--- config.mk ---
export PLATFORM = sky130hd
export DESIGN_NAME = glitch_sweep
export DESIGN_NICKNAME = d
export VERILOG_FILES = /design/src/rtl/glitch_sweep_pkg.sv /design/src/rtl/glitch_sweep_wb_master_xfer.sv /design/src/rtl/glitch_sweep.sv
export SDC_FILE = /design/constraint.sdc
export NUM_CORES = 1
export LEC_CHECK = 0
export CORE_ASPECT_RATIO = 1.1
export CORE_MARGIN = 2
export CORE_UTILIZATION = 50
export DETAILED_ROUTE_END_ITERATION = 6
export PLACE_DENSITY = 0.72
export SYNTH_ARGS = -nofsm -noshare
export SYNTH_HDL_FRONTEND = slang
export SYNTH_HIERARCHICAL = 1
export SYNTH_SLANG_ARGS = --single-unit
export TNS_END_PERCENT = 50
--- constraint.sdc ---
create_clock -name clk_i -period 5.4 [get_ports clk_i]
set_input_delay 0.54 -clock clk_i [delete_from_list [all_inputs] [get_ports clk_i]]
set_output_delay 0.54 -clock clk_i [all_outputs]
set_load 0.02 [all_outputs]
--- src/rtl/glitch_sweep_pkg.sv ---
// Shared glitch defines: register map, sweep FSM encoding and the bus request payload.
package glitch_sweep_pkg;

    localparam int unsigned ADR_W = 4;
    localparam int unsigned DAT_W = 8;
    localparam int unsigned DLY_W = 16;
    localparam int unsigned WID_W = 8;
    localparam int unsigned CNT_W = 16;

    localparam logic [ADR_W-1:0] GLITCH_MODE    = 4'h0;
    localparam logic [ADR_W-1:0] GLITCH_WIDTH   = 4'h1;
    localparam logic [ADR_W-1:0] GLITCH_DELAY_0 = 4'h2;
    localparam logic [ADR_W-1:0] GLITCH_DELAY_1 = 4'h3;
    localparam logic [ADR_W-1:0] GLITCH_STATUS  = 4'h4;

    localparam logic [DAT_W-1:0] STATUS_FIRE  = 8'h01;
    localparam logic [DAT_W-1:0] STATUS_READY = 8'h01;

    typedef enum logic [3:0] {
        ST_IDLE,
        ST_WR_MODE,
        ST_WR_WID,
        ST_WR_DLY0,
        ST_WR_DLY1,
        ST_FIRE,
        ST_SETTLE,
        ST_POLL,
        ST_HOLDOFF,
        ST_NEXT,
        ST_FINISH
    } state_e;

    typedef struct packed {
        logic             we;
        logic [ADR_W-1:0] adr;
        logic [DAT_W-1:0] dat;
    } wb_req_t;

endpackage

--- src/rtl/glitch_sweep_wb_master_xfer.sv ---
// Single Wishbone transfer: launches on req_i, holds the cycle until ack_i, then
// pulses done_o with stb/cyc already low so back-to-back requests leave a gap.
module wb_master_xfer
    import glitch_sweep_pkg::*;
(
    input  logic             clk_i,
    input  logic             rst_i,
    input  logic             req_i,
    input  wb_req_t          req_pld_i,
    output logic             done_o,
    output logic [DAT_W-1:0] rdat_o,
    output logic             busy_o,
    output logic [ADR_W-1:0] adr_o,
    output logic [DAT_W-1:0] dat_o,
    output logic             we_o,
    output logic             stb_o,
    output logic             cyc_o,
    input  logic [DAT_W-1:0] dat_i,
    input  logic             ack_i
);

    typedef enum logic [1:0] {X_IDLE, X_ACTIVE, X_DONE} xstate_e;

    xstate_e          xstate_q, xstate_d;
    wb_req_t          pld_q, pld_d;
    logic             stb_q, stb_d;
    logic             done_q, done_d;
    logic [DAT_W-1:0] rdat_q, rdat_d;

    always_ff @(posedge clk_i or negedge rst_i) begin
        if (!rst_i) begin
            xstate_q <= X_IDLE;
            pld_q    <= '0;
            stb_q    <= 1'b0;
            done_q   <= 1'b0;
            rdat_q   <= '0;
        end else begin
            xstate_q <= xstate_d;
            pld_q    <= pld_d;
            stb_q    <= stb_d;
            done_q   <= done_d;
            rdat_q   <= rdat_d;
        end
    end

    // X_DONE refuses a new request, guaranteeing a stb-low cycle between transfers.
    always_comb begin
        xstate_d = xstate_q;
        pld_d    = pld_q;
        stb_d    = stb_q;
        done_d   = 1'b0;
        rdat_d   = rdat_q;
        case (xstate_q)
            X_IDLE: begin
                if (req_i) begin
                    xstate_d = X_ACTIVE;
                    pld_d    = req_pld_i;
                    stb_d    = 1'b1;
                end
            end
            X_ACTIVE: begin
                if (ack_i) begin
                    xstate_d = X_DONE;
                    stb_d    = 1'b0;
                    done_d   = 1'b1;
                    rdat_d   = dat_i;
                end
            end
            X_DONE: xstate_d = X_IDLE;
            default: begin
                xstate_d = X_IDLE;
                stb_d    = 1'b0;
            end
        endcase
    end

    assign done_o = done_q;
    assign rdat_o = rdat_q;
    assign busy_o = stb_q;
    assign adr_o  = pld_q.adr;
    assign dat_o  = pld_q.dat;
    assign we_o   = pld_q.we;
    assign stb_o  = stb_q;
    assign cyc_o  = stb_q;

endmodule

--- src/rtl/glitch_sweep.sv ---
// Glitch parameter sweep: width outer loop, delay inner loop; each attempt programs the
// glitch slave over Wishbone, fires it and polls status until the glitch has completed.
module glitch_sweep
    import glitch_sweep_pkg::*;
#(
    parameter int unsigned SETTLE       = 4,
    parameter int unsigned POLL_TIMEOUT = 65535,
    parameter int unsigned HOLDOFF      = 16
) (
    input  logic             clk_i,
    input  logic             rst_i,
    input  logic             start_i,
    input  logic             abort_i,
    input  logic [DAT_W-1:0] mode_i,
    input  logic [DLY_W-1:0] dly_start_i,
    input  logic [DLY_W-1:0] dly_stop_i,
    input  logic [DLY_W-1:0] dly_step_i,
    input  logic [WID_W-1:0] wid_start_i,
    input  logic [WID_W-1:0] wid_stop_i,
    input  logic [WID_W-1:0] wid_step_i,
    output logic [ADR_W-1:0] adr_o,
    output logic [DAT_W-1:0] dat_o,
    output logic             we_o,
    output logic             stb_o,
    output logic             cyc_o,
    input  logic [DAT_W-1:0] dat_i,
    input  logic             ack_i,
    output logic             busy_o,
    output logic             done_o,
    output logic             aborted_o,
    output logic             timeout_o,
    output logic [DLY_W-1:0] cur_delay_o,
    output logic [WID_W-1:0] cur_width_o,
    output logic [CNT_W-1:0] attempt_cnt_o
);

    state_e           state_q, state_d;
    logic [DAT_W-1:0] mode_q, mode_d;
    logic [DLY_W-1:0] dly_start_q, dly_start_d, dly_stop_q, dly_stop_d, dly_step_q, dly_step_d;
    logic [WID_W-1:0] wid_start_q, wid_start_d, wid_stop_q, wid_stop_d, wid_step_q, wid_step_d;
    logic [DLY_W-1:0] cur_dly_q, cur_dly_d;
    logic [WID_W-1:0] cur_wid_q, cur_wid_d;
    logic [CNT_W-1:0] attempt_q, attempt_d;
    logic [CNT_W-1:0] wait_q, wait_d;
    logic [CNT_W-1:0] poll_q, poll_d;
    logic             abort_pend_q, abort_pend_d;
    logic             busy_q, busy_d;
    logic             done_q, done_d;
    logic             aborted_q, aborted_d;
    logic             timeout_q, timeout_d;

    logic             xfer_req_c;
    wb_req_t          xfer_pld_c;
    logic             xfer_done;
    logic             xfer_busy;
    logic [DAT_W-1:0] xfer_rdat;

    logic [DLY_W:0]   dly_sum_c;
    logic [WID_W:0]   wid_sum_c;
    logic             dly_wrap_c, wid_wrap_c, bus_state_c, abort_now_c, ready_c;

    wb_master_xfer u_xfer (
        .clk_i     (clk_i),
        .rst_i     (rst_i),
        .req_i     (xfer_req_c),
        .req_pld_i (xfer_pld_c),
        .done_o    (xfer_done),
        .rdat_o    (xfer_rdat),
        .busy_o    (xfer_busy),
        .adr_o     (adr_o),
        .dat_o     (dat_o),
        .we_o      (we_o),
        .stb_o     (stb_o),
        .cyc_o     (cyc_o),
        .dat_i     (dat_i),
        .ack_i     (ack_i)
    );

    always_ff @(posedge clk_i or negedge rst_i) begin
        if (!rst_i) begin
            state_q      <= ST_IDLE;
            mode_q       <= '0;
            dly_start_q  <= '0;
            dly_stop_q   <= '0;
            dly_step_q   <= '0;
            wid_start_q  <= '0;
            wid_stop_q   <= '0;
            wid_step_q   <= '0;
            cur_dly_q    <= '0;
            cur_wid_q    <= '0;
            attempt_q    <= '0;
            wait_q       <= '0;
            poll_q       <= '0;
            abort_pend_q <= 1'b0;
            busy_q       <= 1'b0;
            done_q       <= 1'b0;
            aborted_q    <= 1'b0;
            timeout_q    <= 1'b0;
        end else begin
            state_q      <= state_d;
            mode_q       <= mode_d;
            dly_start_q  <= dly_start_d;
            dly_stop_q   <= dly_stop_d;
            dly_step_q   <= dly_step_d;
            wid_start_q  <= wid_start_d;
            wid_stop_q   <= wid_stop_d;
            wid_step_q   <= wid_step_d;
            cur_dly_q    <= cur_dly_d;
            cur_wid_q    <= cur_wid_d;
            attempt_q    <= attempt_d;
            wait_q       <= wait_d;
            poll_q       <= poll_d;
            abort_pend_q <= abort_pend_d;
            busy_q       <= busy_d;
            done_q       <= done_d;
            aborted_q    <= aborted_d;
            timeout_q    <= timeout_d;
        end
    end

    // Steps are stored already forced to >= 1; the extra sum bit catches wrap past the top.
    assign dly_sum_c   = {1'b0, cur_dly_q} + {1'b0, dly_step_q};
    assign wid_sum_c   = {1'b0, cur_wid_q} + {1'b0, wid_step_q};
    assign dly_wrap_c  = dly_sum_c[DLY_W] || (dly_sum_c[DLY_W-1:0] > dly_stop_q);
    assign wid_wrap_c  = wid_sum_c[WID_W] || (wid_sum_c[WID_W-1:0] > wid_stop_q);
    assign abort_now_c = abort_i || abort_pend_q;
    assign ready_c     = |(xfer_rdat & STATUS_READY);
    assign bus_state_c = (state_q == ST_WR_MODE) || (state_q == ST_WR_WID) ||
                         (state_q == ST_WR_DLY0) || (state_q == ST_WR_DLY1) ||
                         (state_q == ST_FIRE)    || (state_q == ST_POLL);

    // Request payload for the bus state in progress; held off while an abort is pending.
    always_comb begin
        xfer_pld_c = '0;
        xfer_req_c = bus_state_c && !abort_now_c;
        case (state_q)
            ST_WR_MODE: xfer_pld_c = '{we: 1'b1, adr: GLITCH_MODE,    dat: mode_q};
            ST_WR_WID:  xfer_pld_c = '{we: 1'b1, adr: GLITCH_WIDTH,   dat: cur_wid_q};
            ST_WR_DLY0: xfer_pld_c = '{we: 1'b1, adr: GLITCH_DELAY_0, dat: cur_dly_q[7:0]};
            ST_WR_DLY1: xfer_pld_c = '{we: 1'b1, adr: GLITCH_DELAY_1, dat: cur_dly_q[15:8]};
            ST_FIRE:    xfer_pld_c = '{we: 1'b1, adr: GLITCH_STATUS,  dat: STATUS_FIRE};
            ST_POLL:    xfer_pld_c = '{we: 1'b0, adr: GLITCH_STATUS,  dat: '0};
            default:    xfer_pld_c = '0;
        endcase
    end

    always_comb begin
        state_d      = state_q;
        mode_d       = mode_q;
        dly_start_d  = dly_start_q;
        dly_stop_d   = dly_stop_q;
        dly_step_d   = dly_step_q;
        wid_start_d  = wid_start_q;
        wid_stop_d   = wid_stop_q;
        wid_step_d   = wid_step_q;
        cur_dly_d    = cur_dly_q;
        cur_wid_d    = cur_wid_q;
        attempt_d    = attempt_q;
        wait_d       = wait_q;
        poll_d       = poll_q;
        abort_pend_d = abort_pend_q;
        timeout_d    = timeout_q;
        aborted_d    = 1'b0;

        case (state_q)
            ST_IDLE: begin
                if (start_i) begin
                    mode_d       = mode_i;
                    dly_start_d  = dly_start_i;
                    dly_stop_d   = dly_stop_i;
                    dly_step_d   = (dly_step_i == '0) ? DLY_W'(1) : dly_step_i;
                    wid_start_d  = wid_start_i;
                    wid_stop_d   = wid_stop_i;
                    wid_step_d   = (wid_step_i == '0) ? WID_W'(1) : wid_step_i;
                    cur_dly_d    = dly_start_i;
                    cur_wid_d    = wid_start_i;
                    attempt_d    = '0;
                    timeout_d    = 1'b0;
                    abort_pend_d = 1'b0;
                    if ((dly_start_i > dly_stop_i) || (wid_start_i > wid_stop_i)) begin
                        state_d = ST_FINISH;
                    end else begin
                        state_d = ST_WR_MODE;
                    end
                end
            end
            ST_WR_MODE: if (xfer_done) state_d = ST_WR_WID;
            ST_WR_WID:  if (xfer_done) state_d = ST_WR_DLY0;
            ST_WR_DLY0: if (xfer_done) state_d = ST_WR_DLY1;
            ST_WR_DLY1: if (xfer_done) state_d = ST_FIRE;
            ST_FIRE: begin
                if (xfer_done) begin
                    attempt_d = (attempt_q == '1) ? attempt_q : attempt_q + CNT_W'(1);
                    wait_d    = '0;
                    state_d   = ST_SETTLE;
                end
            end
            ST_SETTLE: begin
                if (32'(wait_q) + 32'd1 >= SETTLE) begin
                    poll_d  = '0;
                    state_d = ST_POLL;
                end else begin
                    wait_d = wait_q + CNT_W'(1);
                end
            end
            ST_POLL: begin
                if (xfer_done) begin
                    if (ready_c) begin
                        wait_d  = '0;
                        state_d = ST_HOLDOFF;
                    end else if (32'(poll_q) + 32'd1 >= POLL_TIMEOUT) begin
                        timeout_d = 1'b1;
                        aborted_d = 1'b1;
                        state_d   = ST_IDLE;
                    end else begin
                        poll_d = poll_q + CNT_W'(1);
                    end
                end
            end
            ST_HOLDOFF: begin
                if (32'(wait_q) + 32'd1 >= HOLDOFF) begin
                    state_d = ST_NEXT;
                end else begin
                    wait_d = wait_q + CNT_W'(1);
                end
            end
            ST_NEXT: begin
                if (!dly_wrap_c) begin
                    cur_dly_d = dly_sum_c[DLY_W-1:0];
                    state_d   = ST_WR_WID;
                end else if (!wid_wrap_c) begin
                    cur_dly_d = dly_start_q;
                    cur_wid_d = wid_sum_c[WID_W-1:0];
                    state_d   = ST_WR_WID;
                end else begin
                    state_d = ST_FINISH;
                end
            end
            ST_FINISH: state_d = ST_IDLE;
            default:   state_d = ST_IDLE;
        endcase

        // Abort waits for an open bus cycle to ack; otherwise it takes effect at once and
        // overrides whatever the state logic decided this cycle, including a poll timeout.
        if ((state_q != ST_IDLE) && (state_q != ST_FINISH)) begin
            if (xfer_busy) begin
                if (abort_i) abort_pend_d = 1'b1;
            end else if (abort_now_c) begin
                state_d      = ST_IDLE;
                aborted_d    = 1'b1;
                abort_pend_d = 1'b0;
                timeout_d    = timeout_q;
            end
        end

        busy_d = (state_d != ST_IDLE);
        done_d = (state_d == ST_FINISH);
    end

    assign busy_o        = busy_q;
    assign done_o        = done_q;
    assign aborted_o     = aborted_q;
    assign timeout_o     = timeout_q;
    assign cur_delay_o   = cur_dly_q;
    assign cur_width_o   = cur_wid_q;
    assign attempt_cnt_o = attempt_q;

endmodule
==> results.tsv, run 1 <==
stage	metric	value	unit
status	outcome	finished, violations left	
status	failing checks	design-rule violations	
global_route	first-pass GRT wire length	44680	um
worst_setup_path	CP cell instances	ha_1, fa_1, a211oi_1, o21ai_0, a311oi_1, nor2b_1, xnor2_1, ha_1, nand2_1, nor4_1, a21boi_0, o32a_1, or2_0, a31oi_1, buf_4, nand2_1, o21ai_0	
cells_and_area	final net count	1496	
yosys	synthesized area	10570	sq um
worst_setup_path	Crit Path Max Fanout	14	
floorplanning	# IOs	152	
floorplanning	row cnt	55	
worst_setup_path	Worst Setup EP	cur_width_o[1]$_DFFE_PN0P_	
cells_and_area	final core utilization	62.04	%
worst_setup_path	Worst R2R Setup Slack	0.41	ns
timing	max frequency	0.2004	GHz
timing	Setup-failing EPs final	0	
timing	Final Hold Viols	0	
routing	Via-to-Cell Ratio	5.690	
worst_setup_path	worst path required time	5.71	ns
floorplanning	die width	142.6	um
clock_tree	cts repair resizes	0	
clock_tree	Post-CTS Setup Inserts	0	
worst_setup_path	worst stage delay on the critical path	0.48	ns
timing	Worst slew margin	20.17	%
timing	Final Skew	0.01404	ns
routing	antenna-violating nets left	0	
floorplanning	Core ar.	20640	sq um
timing	RSZ-0062 raised after global routing	no	
worst_setup_path	CP Capture Type	flop	
worst_setup_path	Worst Reg2Reg Path Length in Cells	17	
worst_setup_path	R2R Path End	cur_width_o[1]$_DFFE_PN0P_	
cells_and_area	Layout area overhead	21.23	%
timing	Slew @ Worst Pin	1.191	ns
routing	Avg WL per Cell	17.21	um
run	max-cap viol count	0	
worst_setup_path	CP startpoint	cur_delay_o[0]$_DFFE_PN0P_	
clock_tree	Clock Latency Late Sink	0.44	ns
floorplanning	Die Ht	156.5	um
floorplanning	Initial Utilization	51.18	%
worst_setup_path	RR Startpoint	cur_delay_o[0]$_DFFE_PN0P_	
yosys	Syn Nets	1373	
timing	min cycle time layout	4.990	ns
power	maximum vdd ir drop	0.3641	mV
power	pwr dens	609.2	nW/um^2
placement	DP HPWL	20390	um
routing	Vias	9058	
cells_and_area	fraction of layout cells with a size suffix above 1	6.886	%
yosys	Mapped Cells	1201	
power	Pleak	5.918	nW
routing	drt pass-1 iters	7	
routing	DRC	1	
clock_tree	Sink Count	171	
yosys	Ys Warns	6	
timing	part of the cycle the worst path needs	92.41	%
global_route	total track usage	25.39	%
timing	Final TNS setup	0	ns
global_route	vias in the first global route	8659	
global_route	antenna violations before repair	0	
clock_tree	largest buffer count on any clock path	2	
timing	hold slack final	0.1394	ns
floorplanning	DIE AREA	22310	sq um
placement	I/O Buffers	144	
hold_path	Worst Hold Class	in2async	
global_route	largest net degree at the start of global routing	172	
global_route	total gr overflow	0	
worst_setup_path	CP Class	reg2reg	
clock_tree	CTS tree	yes	
clock_tree	Reg clk slew, reported paths	0.06	ns
clock_tree	Num CTS Buffers	17	
timing	fin. max-slew vios	0	
cells_and_area	Ant. Diodes	0	
placement	gpl congestion	0.8564	
placement	post-place instance area	12210	sq um
routing	Initial DRC Count	569	
clock_tree	CTS Hold Bufs	0	
worst_setup_path	CP max-delay cell	nor4_1	
worst_setup_path	crit start category	flop	
cells_and_area	fin area	12810	sq um
clock_tree	htree depth	4	
routing	Routed WL	27400	um
worst_setup_path	critical path arrival	5.30	ns
yosys	Mean Syn Cell Area	8.797	sq um
clock_tree	root buffer cell	clkbuf_16	
-- layout by cell type (no fill, tap or decap), types with 7 or more instances in the layout --
| cell | instances |
|---|---|
| nor4_1 | 11 |
| nand2b_1 | 8 |
| nand3_1 | 20 |
| clkbuf_16 | 17 |
| clkdlybuf4s50_1 | 143 |
| and2_1 | 7 |
| nor3_1 | 18 |
| buf_4 | 11 |
| inv_1 | 67 |
| ha_1 | 77 |
| o21ai_0 | 83 |
| mux2i_1 | 23 |
| mux2_2 | 25 |
| a31oi_1 | 12 |
| nand4_1 | 13 |
| dfrtp_1 | 171 |
| o31ai_1 | 12 |
| a22oi_1 | 10 |
| a21oi_1 | 63 |
| nor2_1 | 80 |
| a21o_1 | 17 |
| xor2_1 | 15 |
| o22ai_1 | 10 |
| nand2_1 | 235 |
| xnor2_1 | 22 |
| nor2b_1 | 17 |
| and3_1 | 15 |
-- per-layer routing --
layer,track usage [%],vias to the layer above,share of wire [%],routed length [um]
met1,34.29,4361,45,12260
met3,4.559,34,4.2,1149
met4,7.921,0,2.4,646
met2,41.67,192,49,13340
li1,-,4471,-,-
met5,0,-,0,0
-- area by class of cell --
class / count / area, sq um
tap: 256 / 320.3
fill: 1810 / 7836
multi-input combinational: 911 / 5816
clock buffer: 22 / 484.2
timing repair buffer: 156 / 1545
clock inverter: 9 / 112.6
sequential: 171 / 4279
inverter: 67 / 251.5
-- metrics by stage --
stage | instances | worst slack (ns) | total power [mW]
2_1_floorplan | 1201 | 0.9585 | 5.141
5_1_grt | 1592 | 0.03403 | 8.442
3_5_place_dp | 1561 | 0.4402 | 6.543
4_1_cts | 1592 | 0.4268 | 7.823
3_3_place_gp | 1561 | 0.5673 | 6.458
6_report | 1592 | 0.4097 | 7.803
-- power breakdown --
| group | switching [mW] | internal [mW] |
|---|---|---|
| registers | 0.431 | 1.70 |
| clock network | 0.512 | 0.729 |
| logic | 2.49 | 1.93 |
| total | 3.44 | 4.37 |
-- worst min-delay path by stage --
stage / from / endpoint / slack [ns] / cells after the start
after detailed placement: dly_start_q[5]$_DFFE_PN0P_ / dly_start_q[5]$_DFFE_PN0P_ / 0.46 / 2
after CTS: rst_i / u_xfer/busy_o$_DFFE_PN0P_ / 0.33 / 2
final: rst_i / wait_q[15]$_DFFE_PN0P_ / 0.14 / 2
after global routing: rst_i / wait_q[11]$_DFFE_PN0P_ / 0.33 / 2
after floorplan: rst_i / abort_pend_q$_DFF_PN0_ / 0.24 / 0
after global placement: dly_start_q[3]$_DFFE_PN0P_ / dly_start_q[3]$_DFFE_PN0P_ / 0.46 / 2
-- critical path: cells and delay by family (launching register included) --
| family | cells | cell delay [ns] |
|---|---|---|
| buffers and inverters | 1 | 0.27 |
| AO/OA/AOI/OAI | 7 | 1.78 |
| XOR/XNOR | 1 | 0.13 |
| flip-flops | 1 | 0.41 |
| adder cells (fa/ha/maj) | 3 | 0.99 |
| AND/OR/NAND/NOR | 5 | 1.28 |
-- flip-flops by register name, summed over array words and instances (netlist names), 16 cells and up --
name	count
dly_stop_q	16
cur_delay_o	16
wait_q	16
attempt_cnt_o	16
dly_start_q	16
poll_q	16
dly_step_q	16
(Power assumes the default switching activity.)
==> inputs of run 2 (changes only) <==
--- a/config.mk
+++ b/config.mk
@@ -7,9 +7,11 @@
 export LEC_CHECK = 0
 export CORE_ASPECT_RATIO = 1.1
 export CORE_MARGIN = 2
-export CORE_UTILIZATION = 50
+export CORE_UTILIZATION = 56
 export DETAILED_ROUTE_END_ITERATION = 6
-export PLACE_DENSITY = 0.72
+export GPL_TIMING_DRIVEN = 0
+export PLACE_DENSITY = 0.8
+export SKIP_LAST_GASP = 1
 export SYNTH_ARGS = -nofsm -noshare
 export SYNTH_HDL_FRONTEND = slang
 export SYNTH_HIERARCHICAL = 1
==> run 2 against run 1 <==
  * The flow now finishes without violations
  * Die area decreased by 10%
  * Cell count rose by 1.7%
  * Via count is 5.4% higher
  * Final area up 0.86%
  * Fmax decreased by 2.4%
  * Worst setup slack lost 0.12 ns
  * Total power grew 1.1%
  * First-iteration DRC count up 46%
  * Non-clock buffer count increased by 41
  * Clock-buffer cell count rose by 2
  * Critical endpoint is now cur_delay_o[7]$_DFFE_PN0P_
  * Largest cell class unchanged
==> results.tsv, run 2 (synthesized netlist as in run 1, its figures left out) <==
stage	metric	value	unit
timing	part of the cycle the worst path needs	94.71	%
routing	Routed WL	28940	um
global_route	first-pass GRT wire length	46330	um
cells_and_area	commonest non-fill, non-tap cells in the layout	235 x nand2_1, 171 x dfrtp_1, 143 x clkdlybuf4s50_1	
placement	DP HPWL	22010	um
routing	drt pass-1 iters	6	
timing	max frequency	0.1955	GHz
floorplanning	# IOs	152	
placement	pre-CTS setup slack	0.01935	ns
floorplanning	row cnt	52	
floorplanning	die width	135.0	um
clock_tree	Sink Count	171	
cells_and_area	commonest non-fill, non-tap cell in the layout	nand2_1	
worst_setup_path	Crit Path Max Fanout	10	
global_route	antenna violations before repair	0	
cells_and_area	Storage cell area	4279	sq um
placement	I/O Buffers	144	
global_route	largest net degree at the start of global routing	104	
timing	Worst slew margin	36.14	%
timing	fin. max-slew vios	0	
clock_tree	htree depth	4	
cells_and_area	fraction of layout cells with a size suffix above 1	6.686	%
power	pwr dens	610.9	nW/um^2
cells_and_area	final net count	1537	
timing	Final Skew	0.01028	ns
routing	Initial DRC Count	832	
routing	Avg WL per Cell	17.87	um
clock_tree	Post-CTS Setup Inserts	0	
floorplanning	Initial Utilization	57.18	%
cells_and_area	Layout area overhead	22.28	%
clock_tree	largest buffer count on any clock path	2	
power	maximum vdd ir drop	0.3798	mV
placement	post-place instance area	12340	sq um
worst_setup_path	CP bufs+invs	1	
placement	gpl congestion	0.9152	
routing	antenna-violating nets left	0	
floorplanning	Die Ht	148.1	um
worst_setup_path	crit start category	flop	
hold_path	Worst Hold Class	in2async	
clock_tree	Num CTS Buffers	17	
routing	Vias	9548	
worst_setup_path	CP cell instances	ha_1, fa_1, a211oi_1, o21ai_0, a311oi_2, nor2b_1, xnor2_1, ha_1, nand2_1, nor4_2, a41oi_1, o32a_1, nor2_2, buf_4, mux2i_1, o21ai_0, mux2_2	
global_route	total gr overflow	0	
clock_tree	root buffer cell	clkbuf_16	
cells_and_area	fin area	12920	sq um
worst_setup_path	worst stage delay on the critical path	0.46	ns
timing	min cycle time layout	5.115	ns
clock_tree	CTS tree	yes	
timing	Final Hold Viols	0	
worst_setup_path	CP max-delay cell	dfrtp_1	
cells_and_area	Multi-input gate area	5822	sq um
worst_setup_path	critical path arrival	5.43	ns
clock_tree	Clock Latency Late Sink	0.43	ns
clock_tree	Reg clk slew, reported paths	0.06	ns
run	max-cap viol count	0	
floorplanning	Core ar.	18480	sq um
power	Pleak	5.965	nW
timing	Slew @ Worst Pin	0.9492	ns
timing	Setup-failing EPs final	0	
global_route	total track usage	29.48	%
timing	Final WS setup	0.2854	ns
worst_setup_path	worst path required time	5.71	ns
cells_and_area	fillcell total	1525	
status	outcome	completed	
routing	DRC	0	
global_route	vias in the first global route	9268	
worst_setup_path	CP Class	reg2reg	
cells_and_area	Ant. Diodes	0	
timing	RSZ-0062 raised after global routing	no	
worst_setup_path	Crit path max-delay family	compound AO/OA/AOI/OAI gates	
floorplanning	DIE AREA	19980	sq um
routing	Via-to-Cell Ratio	5.897	
worst_setup_path	CP Capture Type	flop	
==> run 2: changes by cell type in the layout (fill, tap and decap cells not counted), sizes merged <==
cell / change
buf: +7
clkbuf: +36
clkinv: -1
clkinvlp: -1
inv: -1
==> run 2: metal layers <==
layer | part of all wire, % | vias to the layer above | GRT usage (%)
met5 | 0 | - | 0
met4 | 3.9 | 0 | 12.45
met3 | 7.0 | 74 | 4.942
met2 | 49 | 359 | 49.44
met1 | 40 | 4564 | 37.91
li1 | - | 4551 | -
==> run 2: timing repair <==
action,4_1_cts,5_1_grt
hold buffers,0,0
setup endpoints to repair,1,23
gates resized for setup,2,3
==> run 2: through the flow <==
| step | std cells | utilization [%] | setup TNS (ns) | power, mW | hold slack, ns |
|---|---|---|---|---|---|
| 2_1_floorplan | 1201 | - | 0 | 5.141 | 0.2444 |
| 3_3_place_gp | 1588 | 66.62 | -542.77 | 6.432 | 0.4563 |
| 3_5_place_dp | 1589 | 66.80 | 0 | 6.574 | 0.4617 |
| 4_1_cts | 1619 | 69.81 | -0.01053 | 7.811 | 0.07430 |
| 5_1_grt | 1619 | 69.91 | 0 | 8.423 | 0.08830 |
| 6_report | 1619 | 69.91 | 0 | 7.892 | 0.05268 |
==> run 2: layout make-up <==
| cell class | instances | area share [%] |
|---|---|---|
| Timing Repair Buffer | 145 | 11.41 |
| Clock inverter | 6 | 0.7070 |
| Buffer | 52 | 1.821 |
| Inverter | 67 | 1.947 |
| Tap cell | 243 | 2.354 |
| Multi-Input combinational cell | 911 | 45.07 |
| Clock buffer | 24 | 3.574 |
| Sequential cell | 171 | 33.12 |
==> run 2: worst paths after layout <==
| path | startpoint | to | slack, ns | cells past startpoint |
|---|---|---|---|---|
| worst max-delay path | cur_delay_o[0]$_DFFE_PN0P_ | cur_delay_o[7]$_DFFE_PN0P_ | 0.29 | 17 |
| worst min register to register | dly_start_q[5]$_DFFE_PN0P_ | dly_start_q[5]$_DFFE_PN0P_ | 0.48 | 2 |
| worst max register to register | cur_delay_o[0]$_DFFE_PN0P_ | cur_delay_o[7]$_DFFE_PN0P_ | 0.29 | 17 |
| min in group clk_i | dly_start_q[5]$_DFFE_PN0P_ | dly_start_q[5]$_DFFE_PN0P_ | 0.48 | 2 |
| max in group asynchronous | rst_i | dly_step_q[15]$_DFFE_PN0P_ | 4.46 | 2 |
| worst min-delay path | rst_i | wait_q[11]$_DFFE_PN0P_ | 0.05 | 1 |
==> run 2: where the power goes <==
group | internal (mW) | switching [mW]
Sequential | 1.71 | 0.382
Clock | 0.689 | 0.494
Combinational | 1.93 | 2.69
Total | 4.33 | 3.56
